--- config.mk ---
export PLATFORM = sky130hd
export DESIGN_NAME = random_word_dispenser
export DESIGN_NICKNAME = d
export VERILOG_FILES = /design/src/rtl/random_pkg.sv /design/src/rtl/random_word_fifo.sv /design/src/rtl/random_word_dispenser.sv
export SDC_FILE = /design/constraint.sdc
export NUM_CORES = 1
export LEC_CHECK = 0
export ABC_AREA = 1
export BUFFER_PORTS_ARGS = -buffer_cell sky130_fd_sc_hd__buf_2
export CORE_ASPECT_RATIO = 1.25
export CORE_MARGIN = 10
export CORE_UTILIZATION = 35
export CTS_BUF_LIST = sky130_fd_sc_hd__clkbuf_4
export DETAILED_ROUTE_END_ITERATION = 10
export SLEW_MARGIN = 40
export SYNTH_ARGS = -nofsm -noshare
export SYNTH_HDL_FRONTEND = slang
export SYNTH_SLANG_ARGS = --single-unit
--- constraint.sdc ---
create_clock -name clk -period 5.07 [get_ports clk]
set_clock_uncertainty 0.2 [all_clocks]
set_input_delay 1.521 -clock clk [delete_from_list [all_inputs] [get_ports clk]]
set_output_delay 1.521 -clock clk [all_outputs]
set_load 0.02 [all_outputs]
--- src/rtl/random_pkg.sv ---
// Shared types for the random word dispenser: FSM state encoding and the
// pointer/counter width helper.
package random_pkg;

  typedef enum logic [1:0] {
    IDLE   = 2'd0,
    WARMUP = 2'd1,
    FILL   = 2'd2
  } state_e;

  // Bits needed to index n entries; never narrower than one bit.
  function automatic int ptr_width(input int n);
    return (n > 1) ? $clog2(n) : 1;
  endfunction

endpackage

--- src/rtl/random_word_fifo.sv ---
// First-word-fall-through FIFO for captured random words. Pointers and level
// are reset; the storage array is not.
module random_word_fifo
  import random_pkg::*;
#(
  parameter int Width = 32,
  parameter int Depth = 8
) (
  input  logic                   clk,
  input  logic                   rst,
  input  logic                   push,
  input  logic                   pop,
  input  logic [Width-1:0]       wdata,
  output logic [Width-1:0]       rdata,
  output logic                   full,
  output logic                   empty,
  output logic [$clog2(Depth):0] level
);

  localparam int PW = ptr_width(Depth);
  localparam logic [PW:0]   LvlFull = (PW+1)'(Depth);
  localparam logic [PW:0]   LvlOne  = (PW+1)'(1);
  localparam logic [PW-1:0] PtrOne  = PW'(1);

  logic [Width-1:0] mem_q [Depth];
  logic [PW-1:0]    wr_ptr_q, wr_ptr_d;
  logic [PW-1:0]    rd_ptr_q, rd_ptr_d;
  logic [PW:0]      level_q, level_d;
  logic             push_ok, pop_ok;

  assign full  = (level_q == LvlFull);
  assign empty = (level_q == {(PW+1){1'b0}});
  assign level = level_q;
  assign rdata = empty ? {Width{1'b0}} : mem_q[rd_ptr_q];

  // Next pointers and occupancy; requests against full/empty are dropped.
  always_comb begin
    push_ok  = push & ~full;
    pop_ok   = pop & ~empty;
    wr_ptr_d = push_ok ? (wr_ptr_q + PtrOne) : wr_ptr_q;
    rd_ptr_d = pop_ok ? (rd_ptr_q + PtrOne) : rd_ptr_q;
    if (push_ok && !pop_ok) begin
      level_d = level_q + LvlOne;
    end else if (pop_ok && !push_ok) begin
      level_d = level_q - LvlOne;
    end else begin
      level_d = level_q;
    end
  end

  // Pointer and level registers.
  always_ff @(posedge clk or posedge rst) begin
    if (rst) begin
      wr_ptr_q <= {PW{1'b0}};
      rd_ptr_q <= {PW{1'b0}};
      level_q  <= {(PW+1){1'b0}};
    end else begin
      wr_ptr_q <= wr_ptr_d;
      rd_ptr_q <= rd_ptr_d;
      level_q  <= level_d;
    end
  end

  // Word storage, written on accepted pushes only.
  always_ff @(posedge clk) begin
    if (push_ok) begin
      mem_q[wr_ptr_q] <= wdata;
    end
  end

endmodule

--- src/rtl/random_word_dispenser.sv ---
// Steps a cellular-automaton generator, buffers its words in a FWFT FIFO for
// GA operators, and flags a generator that keeps repeating the same word.
module random_word_dispenser
  import random_pkg::*;
#(
  parameter int Width       = 32,
  parameter int Depth       = 8,
  parameter int WarmupSteps = 4,
  parameter int RepeatLimit = 4
) (
  input  logic                   clk,
  input  logic                   rst,
  output logic                   gen_ce,
  input  logic [Width-1:0]       gen_word,
  output logic                   rd_valid,
  output logic [Width-1:0]       rd_data,
  input  logic                   rd_ready,
  output logic [$clog2(Depth):0] level,
  output logic                   stuck_err
);

  localparam int CW = ptr_width(WarmupSteps);
  localparam int RW = ptr_width(RepeatLimit);
  localparam logic [CW-1:0] StepLast = CW'(WarmupSteps - 1);
  localparam logic [CW-1:0] StepOne  = CW'(1);
  localparam logic [RW-1:0] RptMax   = RW'(RepeatLimit - 1);
  localparam logic [RW-1:0] RptOne   = RW'(1);

  state_e           state_q, state_d;
  logic [CW-1:0]    step_q, step_d;
  logic [Width-1:0] prev_q, prev_d;
  logic             prev_vld_q, prev_vld_d;
  logic [RW-1:0]    rpt_q, rpt_d;
  logic             stuck_q, stuck_d;
  logic             full_s, empty_s, push_s, pop_s;

  assign push_s    = (state_q == FILL) & gen_ce;
  assign rd_valid  = ~empty_s;
  assign pop_s     = rd_valid & rd_ready;
  assign stuck_err = stuck_q;

  // Sequencer: one idle cycle, WarmupSteps discarded steps, then fill forever.
  always_comb begin
    state_d = state_q;
    step_d  = step_q;
    gen_ce  = 1'b0;
    case (state_q)
      IDLE: begin
        state_d = WARMUP;
      end
      WARMUP: begin
        gen_ce = 1'b1;
        if (step_q == StepLast) begin
          state_d = FILL;
        end else begin
          step_d = step_q + StepOne;
        end
      end
      FILL: begin
        gen_ce = ~full_s;
      end
      default: begin
        state_d = IDLE;
      end
    endcase
  end

  // Repeat detector, advanced only by words that actually enter the FIFO.
  always_comb begin
    prev_d     = prev_q;
    prev_vld_d = prev_vld_q;
    rpt_d      = rpt_q;
    stuck_d    = stuck_q;
    if (push_s) begin
      prev_d     = gen_word;
      prev_vld_d = 1'b1;
      if (!prev_vld_q) begin
        rpt_d = {RW{1'b0}};
      end else if (gen_word == prev_q) begin
        rpt_d = (rpt_q == RptMax) ? rpt_q : (rpt_q + RptOne);
      end else begin
        rpt_d = {RW{1'b0}};
      end
      stuck_d = stuck_q | (rpt_d == RptMax);
    end else begin
      stuck_d = stuck_q;
    end
  end

  // Control and detector registers.
  always_ff @(posedge clk or posedge rst) begin
    if (rst) begin
      state_q    <= IDLE;
      step_q     <= {CW{1'b0}};
      prev_q     <= {Width{1'b0}};
      prev_vld_q <= 1'b0;
      rpt_q      <= {RW{1'b0}};
      stuck_q    <= 1'b0;
    end else begin
      state_q    <= state_d;
      step_q     <= step_d;
      prev_q     <= prev_d;
      prev_vld_q <= prev_vld_d;
      rpt_q      <= rpt_d;
      stuck_q    <= stuck_d;
    end
  end

  random_word_fifo #(
    .Width (Width),
    .Depth (Depth)
  ) u_fifo (
    .clk   (clk),
    .rst   (rst),
    .push  (push_s),
    .pop   (pop_s),
    .wdata (gen_word),
    .rdata (rd_data),
    .full  (full_s),
    .empty (empty_s),
    .level (level)
  );

endmodule

==> results of run 1 <==
-- power breakdown --
group | leakage [uW] | internal [uW] | total, uW | switching (uW)
Sequential | 0.00293 | 3470 | 3670 | 192
Clock | 0.000582 | 1130 | 2060 | 927
Combinational | 0.00185 | 1010 | 3440 | 2430
Total | 0.00535 | 5610 | 9160 | 3550
-- area by class of cell --
class                           count  area share
Clock inverter                     19      0.0108
Multi-Input combinational cell    663       0.223
Timing Repair Buffer               90      0.0368
Sequential cell                   306       0.621
Clock buffer                      108      0.0563
Tap cell                          474      0.0412
Antenna cell                        3    0.000521
Inverter                           39      0.0104
-- state kept, by name, summed over array words and instances (netlist names) --
name             flops
prev_q              32
prev_vld_q           1
rpt_q                2
state_q              2
step_q               2
stuck_err            1
u_fifo.level         4
u_fifo.mem_q       256
u_fifo.rd_ptr_q      3
u_fifo.wr_ptr_q      3
-- synth_stat cells (all sizes together) --
cell type and instances:
edfxtp 256, a21o 1, nand4 2, fa 1, a31oi 32, nor2 217, xor2 5, inv 38
dfrtp 50, o21ai 175, clkinv 1, o22ai 32, mux2 1, nand3 1, nand2 157, ha 9
or2 1, xnor2 25, clkbuf 21, nand3b 1, buf 37, a21oi 3
-- routing by layer --
layer	global-route usage	vias up
met3	0.0346	44
met5	0	-
met2	0.219	228
met4	0.0487	10
met1	0.154	4027
li1	-	3988
-- through the flow --
stage | worst slack (ps) | instance area, um2 | hold slack [ps] | power [uW] | utilization
floorplan | 1850 | 12600 | 241 | 6050 | -
global placement | 1290 | 13400 | 244 | 7170 | 0.379
detailed placement | 1270 | 13400 | 250 | 7230 | 0.379
CTS | 495 | 14400 | 268 | 9310 | 0.406
global route | 351 | 14400 | 308 | 9810 | 0.406
finish | 594 | 14400 | 263 | 9160 | 0.406
-- cells by family (layout without fill, tap and decap cells) --
| logic type | Yosys count | after routing | synth area share |
|---|---|---|---|
| AND/OR/NAND/NOR | 379 | 379 | 0.115 |
| flip-flops | 306 | 306 | 0.712 |
| AO/OA/AOI/OAI | 243 | 243 | 0.103 |
| buffers and inverters | 97 | 256 | 0.0369 |
| XOR/XNOR | 30 | 30 | 0.0209 |
| adder cells (fa/ha/maj) | 10 | 10 | 0.0106 |
| multiplexers | 1 | 1 | 0.000897 |
| other | 0 | 3 | 0 |
-- cells in the final DEF, fill, tap and decap left out, drive strengths merged, types with 32 or more instances in the layout --
cell    instances
o21ai         175
dfrtp          50
nand2         157
nor2          217
inv            40
clkbuf        108
edfxtp        256
a31oi          32
buf            90
o22ai          32
-- final timing paths --
kind,to,slack (ps),start
worst max-delay path,rd_data[2],590,u_fifo.rd_ptr_q[1]$_DFFE_PP0P_
worst min-delay path,stuck_err$_DFFE_PP0N_,260,stuck_err$_DFFE_PP0N_
worst max register to register,u_fifo.level[3]$_DFFE_PP0P_,1980,u_fifo.level[0]$_DFFE_PP0P_
worst min register to register,stuck_err$_DFFE_PP0N_,260,stuck_err$_DFFE_PP0N_
max in group asynchronous,u_fifo.level[2]$_DFFE_PP0P_,3390,rst
min in group asynchronous,prev_q[5]$_DFFE_PP0N_,690,rst
-- worst min-delay path: cells and delay by family, from the launching register on --
kind,cells,cell delay (ps)
AND/OR/NAND/NOR,1,50
flip-flops,1,340
buffers and inverters,1,50
==> impl_metrics.csv, run 1 <==
group,metric,value,unit
clock_tree,cts_resized,0,
timing,slew_headroom,0.423,
timing,setup_tns,0,ps
clock_tree,post_cts_buffers,0,
global_route,grt_max_degree,130,
clock_tree,h-tree-depth,3,
worst_setup_path,arrival,2760,ps
timing,final-max-slew-violation-count,0,
timing,setup_viol,0,
floorplanning,start_util,0.354,
worst_setup_path,critPathBufInv,2,
clock_tree,cts.clk_slew.worst_paths,70,ps
global_route,grtUsageTotal,0.129,
global_route,grt_first_pass_wirelength,45.1,mm
routing,drc,0,
routing,num_vias,8297,
finish,syn_to_final_growth,14.7,%
pwr,power_leakage,0.00535,uW
worst_setup_path,end_kind,"primary output",
finish,seqCellArea,8940,um2
clock_tree,cts_root_buf,"clkbuf_4",
finish,n_fill_cell,3414,
placement,dp.cells,1572,
min_path,min_path_type,"reg2reg",
yosys,synth_top_area_cell,"edfxtp_1",
worst_setup_path,critPathRequiredTime,3350,ps
clock_tree,cts_inserted_buffers,75,
routing,viasPerCell,4.87,
finish,final_layout_size_suffix_gt1_frac,0.187,
min_path,holdPathStages,2,
yosys,synth_top_area_frac,0.612,
routing,drt_iter0_markers,535,
pwr,irDropWorstVdd,0.358,mV
yosys,syn-instance-count,1066,
global_route,gr-total-overflow,0,
placement,finalWeightedCongestion,0.718,
finish,final-instance-count-excl-fill,1702,
floorplanning,ios,74,
clock_tree,cts_tree,"done",
routing,wl_met3,1.69,mm
finish,multi_input_area,3220,um2
timing,max_freq,223,MHz
worst_setup_path,startpoint_type,"flop",
yosys,syn-cell-area,12600,um2
yosys,synth.avg_cell_area,11.8,um2
timing,hold_viol_final,0,
worst_setup_path,worstSetupPathType,"reg2out",
routing,wl_per_cell,16.9,um
floorplanning,die_w,189,um
pwr,p_per_area,636,nW/um2
placement,post-dp-hpwl,16.3,mm
worst_setup_path,cp_slowest_cell,"buf_4",
routing,wl_met1,12.0,mm
yosys,synthesis.nets,1111,
floorplanning,die_area,43900,um2
job,max_cap_viol_count,0,
routing,first_pass_iters,5,
floorplanning,die_y,232,um
yosys,ys_seq_area_frac,0.712,
global_route,antenna_found_initial,8,
finish,fin_nets,1220,
clock_tree,cts.sinks,306,
clock_tree,clock_path_buffers,3,
timing,grt_setup_unrepaired,"false",
worst_setup_path,r2r_cells,11,
worst_setup_path,cp_max_fo,65,
yosys,synth-seq-cells,306,
timing,tightest_slew,862,ps
floorplanning,core_area,35500,um2
yosys,ys_warn_count,0,
routing,top_layer_used,"met5",
worst_setup_path,worstPathCellList,"buf_4, o21ai_0, o22ai_1, o21ai_1, a31oi_1, buf_2",
floorplanning,fp-row-count,77,
clock_tree,worstSkewPairLatency,680,ps
timing,fin_crit_sh,0.883,
routing,ant_nets,0,
worst_setup_path,max_stage_delay,620,ps
yosys,synth_area_leaders,"edfxtp_1 61%, dfrtp_1 10%, nor2_1 6.5%",
worst_setup_path,cp_num_cells,6,
global_route,grt_pass1_vias,8293,
clock_tree,cts_hold_buf,0,
placement,portBuffers,73,
worst_setup_path,cp_top_family,"buffers and inverters",
yosys,synth_cell_types,30,
routing,wl,28.7,mm
routing,wl_met2,14.5,mm
timing,fin_crit,4480,ps
run_status,status,"completed",
Power figures use the tool's default switching activity.
==> run 2, diff against run 1 <==
--- a/config.mk
+++ b/config.mk
@@ -5,7 +5,6 @@
 export SDC_FILE = /design/constraint.sdc
 export NUM_CORES = 1
 export LEC_CHECK = 0
-export ABC_AREA = 1
 export BUFFER_PORTS_ARGS = -buffer_cell sky130_fd_sc_hd__buf_2
 export CORE_ASPECT_RATIO = 1.25
 export CORE_MARGIN = 10
==> impl_metrics.csv, run 2 <==
group,metric,value,unit
floorplanning,start_util,0.355,
worst_setup_path,end_kind,"primary output",
timing,hold_viol_final,0,
placement,post-dp-hpwl,15.4,mm
global_route,met1_usage,0.143,
clock_tree,worstSkewPairLatency,670,ps
global_route,gr-usage-met2,0.209,
finish,fin_nets,856,
yosys,synth_top_area_frac,0.627,
timing,setup_viol,0,
finish,final_common_cell,"edfxtp_1",
job,max_cap_viol_count,0,
timing,setup_tns,0,ps
global_route,gr-usage-met3,0.0299,
timing,slew_headroom,0.529,
yosys,synth_edf_count,256,
global_route,grtUsageTotal,0.122,
floorplanning,core_area,34500,um2
pwr,irDropWorstVdd,0.349,mV
yosys,synthFlopType,"edfxtp_1",
yosys,synth_common_cells,"256 x edfxtp_1, 104 x nand2_1, 64 x mux4_2, 50 x dfrtp_1, 41 x nor2_1",
finish,syn_to_final_growth,15.4,%
floorplanning,fp-row-count,76,
finish,final_cell_mix,"256 x edfxtp_1, 117 x clkbuf_4, 104 x nand2_1",
finish,top_register,"u_fifo.mem_q",
pwr,p_per_area,619,nW/um2
global_route,antenna_found_initial,5,
yosys,synth.avg_cell_area,18.2,um2
worst_setup_path,r2r_cells,12,
clock_tree,cts_root_buf,"clkbuf_4",
worst_setup_path,critPathRequiredTime,3350,ps
floorplanning,die_w,187,um
floorplanning,ios,74,
yosys,ys_seq_area_frac,0.729,
clock_tree,post_cts_buffers,0,
clock_tree,cts_resized,0,
routing,ant_nets,0,
clock_tree,clock_path_buffers,3,
finish,final_layout_size_suffix_gt1_frac,0.341,
routing,drt_iter0_markers,431,
worst_setup_path,r2r_end,"u_fifo.level[3]$_DFFE_PP0P_",
timing,fin_crit_sh,0.885,
global_route,grt_busiest_layer,"met2",
yosys,async_flop_share,0.163,
min_path,min_path_type,"reg2reg",
worst_setup_path,rrSetupSlack,2000,ps
floorplanning,die_y,229,um
placement,portBuffers,73,
clock_tree,cts_inserted_buffers,75,
yosys,syn-cell-area,12300,um2
worst_setup_path,startpoint_type,"flop",
yosys,synth_cell_types,37,
yosys,synth_area_leaders,"edfxtp_1 63%, mux4_2 12%, dfrtp_1 10%",
pwr,power_leakage,0.00513,uW
routing,first_pass_iters,4,
global_route,grt_first_pass_wirelength,40.4,mm
yosys,ys_warn_count,0,
timing,tightest_slew,705,ps
clock_tree,h-tree-depth,3,
routing,wl,25.7,mm
timing,max_freq,223,MHz
run_status,status,"completed",
routing,wl_per_cell,19.3,um
worst_setup_path,arrival,2760,ps
yosys,synthesis.nets,718,
yosys,syn-instance-count,673,
placement,finalWeightedCongestion,0.732,
min_path,holdPathStages,1,
yosys,synth_top_area_cell,"edfxtp_1",
yosys,synth-seq-cells,306,
routing,viasPerCell,4.72,
finish,largest_reg_flops,256,
routing,num_vias,6302,
worst_setup_path,r2r_start,"u_fifo.level[0]$_DFFE_PP0P_",
global_route,grt_pass1_vias,6934,
clock_tree,cts_hold_buf,0,
global_route,gr-total-overflow,0,
timing,grt_setup_unrepaired,"false",
worst_setup_path,worstSetupPathType,"reg2out",
worst_setup_path,cp_max_fo,19,
min_path,hp-start,"prev_vld_q$_DFFE_PP0N_",
timing,final-max-slew-violation-count,0,
clock_tree,cts.sinks,306,
timing,fin_crit,4480,ps
yosys,yosysMostFrequentCell,"edfxtp_1",
clock_tree,cts_tree,"done",
clock_tree,cts.clk_slew.worst_paths,70,ps
min_path,holdPathEnd,"prev_vld_q$_DFFE_PP0N_",
routing,drc,0,
floorplanning,die_area,43000,um2
finish,utilization,0.410,
global_route,grt_max_degree,41,
-- run 2: changes by cell type in the layout (fill, tap and decap cells not counted), moves of 13 or more --
| cell | previous run | this run |
|---|---|---|
| nor2_1 | 209 | 35 |
| xnor2_1 | 25 | 38 |
| mux4_2 | 0 | 64 |
| a31oi_1 | 32 | 0 |
| mux2i_1 | 0 | 32 |
| o21ai_1 | 52 | 0 |
| o22ai_1 | 32 | 0 |
| nand2_1 | 153 | 104 |
| o21ai_0 | 123 | 2 |
| inv_1 | 33 | 3 |
-- run 2: metal layers --
metal  up-vias  wire length [um]
li1       2891                 -
met1      3217             10500
met2       150             13400
met3        38              1310
met4         6               485
met5         -                24
-- run 2: worst max-delay path by stage --
| stage | from | endpoint | slack, ps |
|---|---|---|---|
| 2_1_floorplan | u_fifo.level[0]$_DFFE_PP0P_ | u_fifo.mem_q[0][0]$_DFFE_PP_ | 1010 |
| 3_3_place_gp | u_fifo.rd_ptr_q[0]$_DFFE_PP0P_ | rd_data[6] | 1210 |
| 3_5_place_dp | u_fifo.rd_ptr_q[0]$_DFFE_PP0P_ | rd_data[6] | 1210 |
| 4_1_cts | u_fifo.rd_ptr_q[0]$_DFFE_PP0P_ | rd_data[6] | 440 |
| 5_1_grt | u_fifo.rd_ptr_q[0]$_DFFE_PP0P_ | rd_data[8] | 390 |
| 6_report | u_fifo.rd_ptr_q[0]$_DFFE_PP0P_ | rd_data[8] | 590 |
-- run 2: final cells by class --
class | count | area (um2)
Timing Repair Buffer | 90 | 505
Multi-Input combinational cell | 333 | 3150
Clock buffer | 117 | 878
Sequential cell | 306 | 8950
Clock inverter | 13 | 52.6
Fill cell | 3114 | 20400
Tap cell | 468 | 586
Antenna cell | 2 | 5.00
Inverter | 5 | 18.8
-- run 2: worst max-delay path: stages (launching register included) --
cell and delay, ps:
dfrtp_4 650, buf_4 430, mux4_2 550, mux2i_1 220, nor2_1 60, buf_2 170
-- run 2: report_power, final --
group          internal (uW)  switching [uW]
Combinational           1240            1770
Sequential              3480             315
Clock                   1040             920
-- run 2: cell families (layout without fill, tap and decap cells) --
kind of cell / after synthesis / count (layout) / share of synthesized area
AOI/OAI and AO/OA: 12 / 12 / 0.00704
muxes: 100 / 100 / 0.148
other: 0 / 2 / 0
adders and majority gates: 10 / 10 / 0.0108
and+or+nand+nor: 170 / 170 / 0.0572
DFF: 306 / 306 / 0.729
xor gates and xnor gates: 41 / 41 / 0.0293
buffers and inverters: 34 / 225 / 0.0187
-- run 2: per-stage QoR --
step / hold WS [ps] / setup WS [ps] / area, um2 / std cells / power, uW
2_1_floorplan: 234 / 1010 / 12300 / 673 / 5940
3_3_place_gp: 250 / 1210 / 13200 / 1202 / 6910
3_5_place_dp: 252 / 1210 / 13200 / 1202 / 6960
4_1_cts: 272 / 445 / 14100 / 1332 / 8950
5_1_grt: 301 / 388 / 14100 / 1333 / 9330
6_report: 272 / 585 / 14100 / 1334 / 8760
